<file path="config.mk">
export PLATFORM = sky130hd
export DESIGN_NAME = mem_access_router
export DESIGN_NICKNAME = d
export VERILOG_FILES = /design/src/rtl/mem_access_router.sv
export SDC_FILE = /design/constraint.sdc
export NUM_CORES = 1
export LEC_CHECK = 0
export ABC_CLOCK_PERIOD_IN_PS = 3200
export CORE_AREA = 5 5 339 341
export DETAILED_ROUTE_END_ITERATION = 12
export DIE_AREA = 0 0 344 346
export GPL_TIMING_DRIVEN = 0
export MAX_ROUTING_LAYER = met4
export PLACE_DENSITY_LB_ADDON = 0.12
export SLEW_MARGIN = 5
export SYNTH_ARGS = -nofsm -noshare
export SYNTH_HDL_FRONTEND = slang
export SYNTH_HIERARCHICAL = 1
export SYNTH_SLANG_ARGS = --single-unit
</file>
<file path="constraint.sdc">
create_clock -name CLK -period 3.2 [get_ports CLK]
set_clock_uncertainty 0.05 [all_clocks]
set_input_delay 0.64 -clock CLK [delete_from_list [all_inputs] [get_ports CLK]]
set_output_delay 0.64 -clock CLK [all_outputs]
set_load 0.01 [all_outputs]
</file>
<file path="src/rtl/mem_access_router.sv">
// Memory access router: arbitrates the functional port and the BIST engine
// over a banked SRAM array, logs BIST-reported faulty words and redirects
// functional accesses to logged addresses into the spare-word bank.

// One fault-table entry: stores a logged word address and compares it
// against the functional request and the incoming fault report.
module mar_cam_entry #(
  parameter int ADDR_W = 16
) (
  input  logic              CLK,
  input  logic              RSTN,
  input  logic              we,
  input  logic [ADDR_W-1:0] wr_addr,
  input  logic              valid,
  input  logic [ADDR_W-1:0] key_a,
  input  logic [ADDR_W-1:0] key_b,
  output logic              hit_a,
  output logic              hit_b
);
  logic [ADDR_W-1:0] entry;

  // capture the faulty address when this slot is the next free one
  always_ff @(posedge CLK or negedge RSTN) begin
    if (!RSTN)   entry <= '0;
    else if (we) entry <= wr_addr;
  end

  assign hit_a = valid && (entry == key_a);
  assign hit_b = valid && (entry == key_b);
endmodule

module mem_access_router #(
  parameter int DATA_W      = 8,
  parameter int BANK_ADDR_W = 10,
  parameter int BANK_SEL_W  = 6,
  parameter int SPARE_N     = 4,
  parameter int RD_LAT      = 1,
  localparam int NBANK      = 2**BANK_SEL_W,
  localparam int SPARE_W    = $clog2(SPARE_N),
  localparam int ADDR_W     = BANK_SEL_W + BANK_ADDR_W
) (
  input  logic                      CLK,
  input  logic                      RSTN,
  input  logic                      REQ_CSB,
  input  logic                      REQ_WEB,
  input  logic                      REQ_OEB,
  input  logic [ADDR_W-1:0]         REQ_ADDR,
  input  logic [DATA_W-1:0]         REQ_WDATA,
  input  logic                      BIST_EN,
  input  logic [NBANK-1:0]          BIST_CSB,
  input  logic [NBANK-1:0]          BIST_OEB,
  input  logic                      BIST_WEB,
  input  logic [BANK_ADDR_W-1:0]    BIST_ADDR,
  input  logic [DATA_W-1:0]         BIST_WDATA,
  input  logic                      FAULT_PUSH,
  input  logic [ADDR_W-1:0]         FAULT_ADDR,
  output logic [BANK_ADDR_W-1:0]    MEM_ADDR,
  output logic                      MEM_WEB,
  output logic [DATA_W-1:0]         MEM_WDATA,
  output logic [NBANK-1:0]          MEM_CSB,
  output logic [NBANK-1:0]          MEM_OEB,
  input  logic [NBANK*DATA_W-1:0]   MEM_RDATA,
  output logic [SPARE_W-1:0]        SPARE_ADDR,
  output logic                      SPARE_CSB,
  output logic                      SPARE_WEB,
  output logic                      SPARE_OEB,
  output logic [DATA_W-1:0]         SPARE_WDATA,
  input  logic [DATA_W-1:0]         SPARE_RDATA,
  output logic [DATA_W-1:0]         RDATA,
  output logic                      RDATA_VALID,
  output logic [1:0]                MODE,
  output logic [SPARE_W:0]          FAULT_COUNT,
  output logic                      REPAIR_FAIL
);

  typedef enum logic [1:0] {S_FUNC = 2'b00, S_BIST = 2'b01, S_DRAIN = 2'b10} state_t;

  typedef struct packed {
    logic                  spare;
    logic [BANK_SEL_W-1:0] bank;
  } tag_t;

  state_t state, state_n;
  logic   clr_tbl, issue_func, issue_bist;

  logic [RD_LAT:0] vld_pipe;
  tag_t            tag_pipe [RD_LAT+1];
  tag_t            push_tag;
  logic            push_vld;

  logic [SPARE_N-1:0]    func_hit, fault_hit;
  logic [SPARE_W-1:0]    hit_idx;
  logic                  any_hit, tbl_full, log_ok, log_we;
  logic [BANK_SEL_W-1:0] bank_sel, bist_bank;
  logic [NBANK-1:0]      bank_oh;
  logic                  func_rd, bist_rd;

  assign bank_sel = REQ_ADDR[ADDR_W-1:BANK_ADDR_W];
  assign bank_oh  = NBANK'(1) << bank_sel;
  assign any_hit  = |func_hit;
  assign tbl_full = (FAULT_COUNT == (SPARE_W+1)'(SPARE_N));
  assign log_ok   = (state == S_BIST) && FAULT_PUSH && !(|fault_hit);
  assign log_we   = log_ok && !tbl_full;
  assign func_rd  = !REQ_CSB && REQ_WEB && !REQ_OEB;
  assign bist_rd  = BIST_WEB && (|(~BIST_CSB & ~BIST_OEB));
  assign MODE     = state;

  for (genvar i = 0; i < SPARE_N; i++) begin : g_ent
    mar_cam_entry #(.ADDR_W(ADDR_W)) u_ent (
      .CLK     (CLK),
      .RSTN    (RSTN),
      .we      (log_we && (FAULT_COUNT == (SPARE_W+1)'(i))),
      .wr_addr (FAULT_ADDR),
      .valid   (FAULT_COUNT > (SPARE_W+1)'(i)),
      .key_a   (REQ_ADDR),
      .key_b   (FAULT_ADDR),
      .hit_a   (func_hit[i]),
      .hit_b   (fault_hit[i])
    );
  end

  // logged addresses are unique, so at most one entry hits; lowest index kept anyway
  always_comb begin
    hit_idx = '0;
    for (int i = SPARE_N-1; i >= 0; i--)
      if (func_hit[i]) hit_idx = SPARE_W'(i);
  end

  // BIST read tag: lowest bank with both CSB and OEB asserted
  always_comb begin
    bist_bank = '0;
    for (int b = NBANK-1; b >= 0; b--)
      if (!BIST_CSB[b] && !BIST_OEB[b]) bist_bank = BANK_SEL_W'(b);
  end

  // mode sequencing; a mode change always passes through DRAIN and drops that cycle's request
  always_comb begin
    state_n    = state;
    clr_tbl    = 1'b0;
    issue_func = 1'b0;
    issue_bist = 1'b0;
    case (state)
      S_FUNC: begin
        if (BIST_EN) begin
          state_n = S_DRAIN;
          clr_tbl = 1'b1;
        end else begin
          issue_func = !REQ_CSB;
        end
      end
      S_BIST: begin
        if (!BIST_EN) state_n = S_DRAIN;
        else          issue_bist = 1'b1;
      end
      S_DRAIN: begin
        // target follows the live BIST_EN level so toggling retargets the drain
        if (!(|vld_pipe)) state_n = BIST_EN ? S_BIST : S_FUNC;
      end
      default: state_n = S_FUNC;
    endcase
  end

  // read tag for whatever is issued this cycle
  always_comb begin
    push_vld       = (issue_func && func_rd) || (issue_bist && bist_rd);
    push_tag.spare = issue_func && any_hit;
    push_tag.bank  = issue_func ? bank_sel : bist_bank;
  end

  // mode register and registered macro / spare controls
  always_ff @(posedge CLK or negedge RSTN) begin
    if (!RSTN) begin
      state       <= S_FUNC;
      MEM_ADDR    <= '0;
      MEM_WEB     <= 1'b1;
      MEM_WDATA   <= '0;
      MEM_CSB     <= '1;
      MEM_OEB     <= '1;
      SPARE_ADDR  <= '0;
      SPARE_CSB   <= 1'b1;
      SPARE_WEB   <= 1'b1;
      SPARE_OEB   <= 1'b1;
      SPARE_WDATA <= '0;
    end else begin
      state     <= state_n;
      MEM_CSB   <= '1;
      MEM_OEB   <= '1;
      MEM_WEB   <= 1'b1;
      SPARE_CSB <= 1'b1;
      SPARE_WEB <= 1'b1;
      SPARE_OEB <= 1'b1;
      if (issue_func) begin
        if (any_hit) begin
          SPARE_ADDR  <= hit_idx;
          SPARE_CSB   <= 1'b0;
          SPARE_WEB   <= REQ_WEB;
          SPARE_OEB   <= REQ_OEB;
          SPARE_WDATA <= REQ_WDATA;
        end else begin
          MEM_ADDR  <= REQ_ADDR[BANK_ADDR_W-1:0];
          MEM_CSB   <= ~bank_oh;
          MEM_OEB   <= ~bank_oh | {NBANK{REQ_OEB}};
          MEM_WEB   <= REQ_WEB;
          MEM_WDATA <= REQ_WDATA;
        end
      end else if (issue_bist) begin
        MEM_ADDR  <= BIST_ADDR;
        MEM_CSB   <= BIST_CSB;
        MEM_OEB   <= BIST_OEB;
        MEM_WEB   <= BIST_WEB;
        MEM_WDATA <= BIST_WDATA;
      end
    end
  end

  // read-tracking shift register; stage RD_LAT lines up with macro data
  always_ff @(posedge CLK or negedge RSTN) begin
    if (!RSTN) begin
      vld_pipe <= '0;
      for (int i = 0; i <= RD_LAT; i++) tag_pipe[i] <= '0;
    end else begin
      vld_pipe    <= {vld_pipe[RD_LAT-1:0], push_vld};
      tag_pipe[0] <= push_tag;
      for (int i = 1; i <= RD_LAT; i++) tag_pipe[i] <= tag_pipe[i-1];
    end
  end

  // single registered return path; RDATA holds between strobes
  always_ff @(posedge CLK or negedge RSTN) begin
    if (!RSTN) begin
      RDATA       <= '0;
      RDATA_VALID <= 1'b0;
    end else begin
      RDATA_VALID <= vld_pipe[RD_LAT];
      if (vld_pipe[RD_LAT])
        RDATA <= tag_pipe[RD_LAT].spare ? SPARE_RDATA
                                        : MEM_RDATA[tag_pipe[RD_LAT].bank*DATA_W +: DATA_W];
    end
  end

  // fault table occupancy and sticky overflow, cleared on each BIST entry
  always_ff @(posedge CLK or negedge RSTN) begin
    if (!RSTN) begin
      FAULT_COUNT <= '0;
      REPAIR_FAIL <= 1'b0;
    end else if (clr_tbl) begin
      FAULT_COUNT <= '0;
      REPAIR_FAIL <= 1'b0;
    end else if (log_ok) begin
      if (!tbl_full) FAULT_COUNT <= FAULT_COUNT + 1'b1;
      else           REPAIR_FAIL <= 1'b1;
    end
  end

endmodule

</file>
==> reports/metrics.cfg, run 1 <==
[timing]
timing.final.max_slew_violations=0
setup_total_negative_slack_ns=0
final_hold_viol_count=0
final_report_setup_violation_count=0
max_freq_ghz=0.321
postLayoutSetupSlackWorst_ns=0.0827
worst_slew_margin_rel=0.218
period_minus_slack_ns=3.12
worstMarginPinSlew_ns=1.17
final.period_utilization=0.974

[placement]
placement.io_buffers=886
dpl.cell_count=3870
sum_of_net_half_perimeters_after_detailed_placement_mm=113
post-place-ws_ns=-1.69
gpl.final_weighted_congestion=0.912

[pwr]
power_switching_share=0.367
p_sw_uw=5590
worst_ir_drop_vdd_v=0.000408
power.static_leakage_uw=0.0106
power.share.sequential=0.290
power.density_nw_per_um2=530
internal-power_uw=9650
share_comb_of_total_power=0.433
clockPowerShare=0.277

[clock_tree]
h-tree-depth=2
cts_made_buffers=37
clock_path_buffers=3
source_to_sink_clock_delay_at_the_later_pin_of_the_worst_skew_pair_ns=0.56
cts-root-buf=sky130_fd_sc_hd__clkbuf_16
tritoncts=yes
clk_pin_slew_ns=0.06
cts.sink_count=255

[setup_path]
critical_path_required_ns=3.56
cp_slowest_stage_delay_ns=0.68
end_kind=flop
setup.worst_path.class=in -> reg
r2r.worst_path.cells=8
slowest_stage=sky130_fd_sc_hd__nor3_1
worst_r2r_startpoint=tag_pipe[1]$_DFF_PN0_
crit_buf_inv=1
critical_path_arrival_ns=3.48
worst_setup_path_start_kind=input port
crit-reg2reg-capture=RDATA[6]$_DFFE_PN0P_
timing.critical_path.max_delay_family=simple AND/OR/NAND/NOR gates
worst-r2r-setup-slack_ns=0.12
crit_path_cell_trace=clkdlybuf4s50_1 -> o22a_1 -> or3b_1 -> nor3_1 -> nand3_1 -> nand3b_1 -> o311ai_1 -> nand2_1
critPathMaxFanout=3

[yosys]
yosys.area.top_type=sky130_fd_sc_hd__dfstp_2
synthFlopType=sky130_fd_sc_hd__dfstp_2
post_synth_instance_area_sq_um=16200
ys_warn_count=6
synth_top_family_by_area=multiplexers
synth_fa_ha_area_frac=0.00386
syn_nets=2193
synth_compound_gate_area_share=0.137
yosys-mux-area-fraction=0.239
yosysUniqueCellTypes=61
async_set_or_reset_flop_fraction_in_the_synthesized_netlist=1.00
basic_gate_share_of_the_synthesized_area_counting_and_or_nand_and_nor_cells=0.117
sequential_area_share_after_synthesis=0.404
synth-xor-area-share=0.0697
synthTopCellsByArea=sky130_fd_sc_hd__dfstp_2, sky130_fd_sc_hd__dfrtp_1, sky130_fd_sc_hd__mux4_2
synth_edf_count=0
synth.top_cell.area_share=0.214
netlist_instances=1474
avg_cell_area_syn_sq_um=11.0
synth-seq-cells=255

[hold_path]
timing.hold.worst_path_depth=0
holdPathEnd=tag_pipe[2]$_DFF_PN0_
timing.hold.worst.start=tag_pipe[9]$_DFF_PN0_
hold_path.class=reg -> reg

[route]
drc=0
routed_via_density=4.32
detail_route.wl_per_cell_microns=32.6
totalWireLength_mm=130
initialDrtViolationCount=1038
detail_route.first_pass.iterations=5
num_vias=17224
antenna_violating_nets_post_route=0

[final_layout]
post_layout_nonfiller_instances=3986
fill_cells=11880
most_common_cell_after_layout_fill_and_taps_aside=sky130_fd_sc_hd__clkdlybuf4s50_1
flow.area_growth_from_synthesis_pct=77.5
mostFrequentLayoutCells=sky130_fd_sc_hd__clkdlybuf4s50_1, sky130_fd_sc_hd__nor2_1, sky130_fd_sc_hd__a21oi_1, sky130_fd_sc_hd__dfstp_2, sky130_fd_sc_hd__mux4_2
layout-drive-gt1-share=0.204
final_layout_net_count=3137

[outcome]
status=completed

[global_route]
grt_first_pass_wirelength_mm=170
grt_pass1_vias=18488
grt_antenna_before_repair=63
grt_start_max_net_pins=106
global_route_congestion_overflow_total=0
groute.usage.overall=0.214

[run]
max-cap-violations=0

[die]
fp.dieW_microns=344
io_pins=889
floorplan.die_area_sq_um=119000
fp-row-count=123
chipHeight_microns=346
initial_utilization=0.145
core_footprint_sq_um=112000

power groups by stage:
stage / clock network, uW / logic [uW] / registers (uW)
after floorplan: 0 / 2990 / 4490
after global placement: 0 / 6600 / 4460
after detailed placement: 0 / 6620 / 4470
after CTS: 4380 / 6710 / 4440
after global routing: 4490 / 7010 / 4510
final: 4220 / 6600 / 4420
worst max path at each step:
stage,startpoint,cells after the start,end,slack (ns)
after floorplan,FAULT_ADDR[13],10,g_ent[3].u_ent/entry[10]$_DFFE_PN0P_,0.57
after global placement,RSTN,1,g_ent[0].u_ent/entry[2]$_DFFE_PN0P_,-10.85
after detailed placement,REQ_ADDR[8],13,MEM_OEB[61]$_DFF_PN1_,-1.69
after CTS,REQ_ADDR[8],13,MEM_OEB[45]$_DFF_PN1_,0.006
after global routing,REQ_ADDR[8],9,SPARE_WDATA[3]$_DFFE_PN0P_,-0.003
final,BIST_OEB[56],8,vld_pipe[0]$_DFF_PN0_,0.08
synth_stat cells, drive strengths merged (6+ instances only):
cell    count
nor3       21
nor2      204
o22a        6
a211oi     10
mux2       72
dfstp     132
o21ai      44
mux2i      18
nand2      77
o22ai      29
xnor2      97
buf        42
o32ai       6
nor2b       8
inv         8
mux4      128
a22oi      65
a21oi     162
nor4       25
nand4      24
and3        8
clkbuf     59
a211o       9
a31oi      10
dfrtp     123
xor2       32
metal layers:
| layer | routed length [microns] | GRT usage | vias up |
|---|---|---|---|
| li1 | - | - | 7508 |
| met1 | 49000 | 0.232 | 8849 |
| met2 | 69000 | 0.389 | 758 |
| met3 | 10200 | 0.0632 | 109 |
| met4 | 1800 | 0.0416 | 0 |
| met5 | 0 | - | - |
what timing repair did:
| action | in CTS | in global routing |
|---|---|---|
| cloned | 0 | 0 |
| setup endpoints to repair | 223 | 104 |
| gates resized for setup | 58 | 24 |
| hold buffers | 1 | 0 |
| endpoints found under the hold margin | 30 | 0 |
| setup buffers | 4 | 4 |
| pin swaps | 5 | 6 |
final cells by class:
class | count | area [sq um] | area share
Timing Repair Buffer | 905 | 9110 | 0.316
Sequential cell | 255 | 6550 | 0.227
Clock inverter | 13 | 169 | 0.00587
Buffer | 101 | 495 | 0.0172
Inverter | 8 | 30.0 | 0.00104
Antenna cell | 40 | 100 | 0.00348
Multi-Input combinational cell | 1110 | 9410 | 0.327
Tap cell | 1500 | 1880 | 0.0652
Clock buffer | 54 | 1040 | 0.0361
kinds of logic after synthesis:
kind of cell | Yosys count
flip-flops | 255
AND/OR/NAND/NOR | 395
multiplexers | 218
adder cells (fa/ha/maj) | 5
buffers and inverters | 109
XOR/XNOR | 129
AO/OA/AOI/OAI | 363
state kept, by name, summed over array words and instances, names as in the netlist, 3 cells and up:
signal / cells
RDATA: 8
MEM_WDATA: 8
MEM_CSB: 64
g_ent.u_ent/entry: 64
MEM_ADDR: 10
tag_pipe: 14
SPARE_WDATA: 8
MEM_OEB: 64
FAULT_COUNT: 3
metrics by stage:
stage          utilization  hold WS [ns]  area (sq um)  total power, uW
2_1_floorplan            -         0.281         16200             7480
3_3_place_gp         0.242         0.296         27000            11100
3_5_place_dp         0.243         0.296         27100            11100
4_1_cts              0.256         0.307         28600            15500
5_1_grt              0.258         0.308         28800            16000
6_report             0.258         0.302         28800            15200
Power figures use the tool's default switching activity.
==> run 2: changes to the inputs <==
--- a/config.mk
+++ b/config.mk
@@ -6,5 +6,5 @@
 export NUM_CORES = 1
 export LEC_CHECK = 0
-export ABC_CLOCK_PERIOD_IN_PS = 3200
+export ABC_CLOCK_PERIOD_IN_PS = 3000
 export CORE_AREA = 5 5 339 341
 export DETAILED_ROUTE_END_ITERATION = 12
@@ -12,5 +12,4 @@
 export GPL_TIMING_DRIVEN = 0
 export MAX_ROUTING_LAYER = met4
-export PLACE_DENSITY_LB_ADDON = 0.12
 export SLEW_MARGIN = 5
 export SYNTH_ARGS = -nofsm -noshare
==> constraint.sdc (replaced) <==
create_clock -name CLK -period 3 [get_ports CLK]
set_clock_uncertainty 0.05 [all_clocks]
set_input_delay 0.3 -clock CLK [delete_from_list [all_inputs] [get_ports CLK]]
set_output_delay 0.3 -clock CLK [all_outputs]
set_load 0.01 [all_outputs]
==> reports/metrics.cfg, run 2 (synthesis results as in run 1) <==
[route]
num_vias=17790
drc=0
routed_via_density=4.45
detail_route.wl_per_cell_microns=35.2
totalWireLength_mm=141
detail_route.first_pass.iterations=7
antenna_violating_nets_post_route=0
initialDrtViolationCount=1143

[global_route]
groute.usage.overall=0.233
global_route_congestion_overflow_total=0
grt_antenna_before_repair=65
grt_first_pass_wirelength_mm=178
grt_start_max_net_pins=104
grt_pass1_vias=18714

[timing]
period_minus_slack_ns=3.00
worst_slew_margin_rel=0.255
timing.final.max_slew_violations=0
final.period_utilization=0.999
grt_setup_unrepaired=yes
hold-worst-slack_ns=0.189
max_freq_ghz=0.334
final_report_setup_violation_count=0
postLayoutSetupSlackWorst_ns=0.00322
final_hold_viol_count=0
worstMarginPinSlew_ns=1.12

[hold_path]
hold_path.class=in -> async

[final_layout]
reg.largest.list=MEM_CSB: 64 flops, MEM_OEB: 64 flops, g_ent.u_ent/entry: 64 flops
flow.area_growth_from_synthesis_pct=80.2
most_common_cell_after_layout_fill_and_taps_aside=sky130_fd_sc_hd__clkdlybuf4s50_1
mostFrequentLayoutCells=sky130_fd_sc_hd__clkdlybuf4s50_1, sky130_fd_sc_hd__nor2_1, sky130_fd_sc_hd__a21oi_1, sky130_fd_sc_hd__dfstp_2, sky130_fd_sc_hd__mux4_2
final_layout_net_count=3159
layout-drive-gt1-share=0.225

[die]
fp.dieW_microns=344
chipHeight_microns=346
io_pins=889
fp-row-count=123
floorplan.die_area_sq_um=119000
initial_utilization=0.145
core_footprint_sq_um=112000

[outcome]
status=completed

[placement]
placement.io_buffers=886
post-place-ws_ns=-2.07
sum_of_net_half_perimeters_after_detailed_placement_mm=122
gpl.final_weighted_congestion=0.986

[run]
max-cap-violations=0

[pwr]
clockPowerShare=0.280
power.share.sequential=0.273
power_switching_share=0.384
power.density_nw_per_um2=585
power.static_leakage_uw=0.0107
worst_ir_drop_vdd_v=0.000431
p_sw_uw=6560
share_comb_of_total_power=0.447
internal-power_uw=10500

[clock_tree]
tritoncts=yes
source_to_sink_clock_delay_at_the_later_pin_of_the_worst_skew_pair_ns=0.62
cts-root-buf=sky130_fd_sc_hd__clkbuf_16
h-tree-depth=2
cts.sink_count=255
cts_made_buffers=37
clk_pin_slew_ns=0.06
clock_path_buffers=3

[setup_path]
critical_path_arrival_ns=3.40
critical_path_required_ns=3.40
worst_setup_path_start_kind=input port
setup.worst_path.class=in -> reg
critPathMaxFanout=10
end_kind=flop

==> run 2: cell types whose count changed in the layout (fill, tap and decap cells not counted), sizes merged, moves of 2 or more <==
cell	before	now
buf	57	79
clkdlybuf4s50	865	882
diode	40	27
clkdlybuf4s15	7	0
clkinv	5	12
dlymetal6s2s	8	1
clkbuf	117	112
dlygate4sd2	5	2
inv	12	10
==> run 2: worst paths after layout <==
kind                                       start                             endpoint  slack [ns]  depth (start not counted)
hold reg to reg            tag_pipe[7]$_DFF_PN0_                tag_pipe[0]$_DFF_PN0_        0.30                          0
setup / recovery                    REQ_ADDR[12]                 MEM_CSB[6]$_DFF_PN1_       0.003                          6
hold / removal                              RSTN  g_ent[2].u_ent/entry[4]$_DFFE_PN0P_        0.19                          2
setup reg to reg           tag_pipe[3]$_DFF_PN0_                 RDATA[4]$_DFFE_PN0P_        0.06                          8
min in group CLK                  SPARE_RDATA[6]                 RDATA[6]$_DFFE_PN0P_        0.23                          3
max in group asynchronous                   RSTN                MEM_OEB[48]$_DFF_PN1_        1.71                          3
==> run 2: per-stage QoR <==
stage                     power (uW)  setup TNS, ns  instances  area (sq um)   util
after floorplan                 7980              0       1474         16200      -
after global placement         12200       -2542.43       3860         27000  0.242
after detailed placement       12200        -205.21       3878         27300  0.245
after CTS                      17300         -0.123       3963         28900  0.259
after global routing           17800         -0.365       3991         29200  0.262
final                          17100              0       3996         29200  0.262
==> run 2: final cells by class <==
cell class	count	area (sq um)
Timing Repair Buffer	927	9310
Antenna cell	27	67.6
Fill cell	11831	82400
Tap cell	1500	1880
Multi-Input combinational cell	1110	9490
Clock inverter	18	280
Sequential cell	255	6550
Inverter	8	30.0
Clock buffer	50	1030
Buffer	101	559
==> run 2: worst max-delay path: stages <==
cell                              delay [ns]
sky130_fd_sc_hd__clkdlybuf4s50_1        0.75
sky130_fd_sc_hd__clkbuf_1               0.66
sky130_fd_sc_hd__nor3b_2                0.56
sky130_fd_sc_hd__buf_6                  0.24
sky130_fd_sc_hd__clkbuf_2               0.54
sky130_fd_sc_hd__a21oi_1                0.30
==> run 2: metal layers <==
metal	vias up	GRT usage	share of wire
li1	7538	-	-
met1	9002	0.274	0.39
met2	1039	0.388	0.48
met3	211	0.0660	0.092
met4	0	0.0678	0.037
met5	-	-	0
==> run 2: power groups by stage <==
stage | registers (uW) | logic, uW | clock network (uW)
6_report | 4660 | 7630 | 4790
3_3_place_gp | 4690 | 7470 | 0
3_5_place_dp | 4700 | 7520 | 0
5_1_grt | 4740 | 8030 | 5050
2_1_floorplan | 4790 | 3190 | 0
4_1_cts | 4660 | 7670 | 4930
==> run 2: what timing repair did <==
action | CTS | global route
buffers inserted | 15 | 6
hold buffers | 2 | 0
endpoints found under the setup margin | 197 | 168
gates resized for setup | 61 | 59
hold endpoints to repair | 58 | 0
pin swaps | 8 | 7
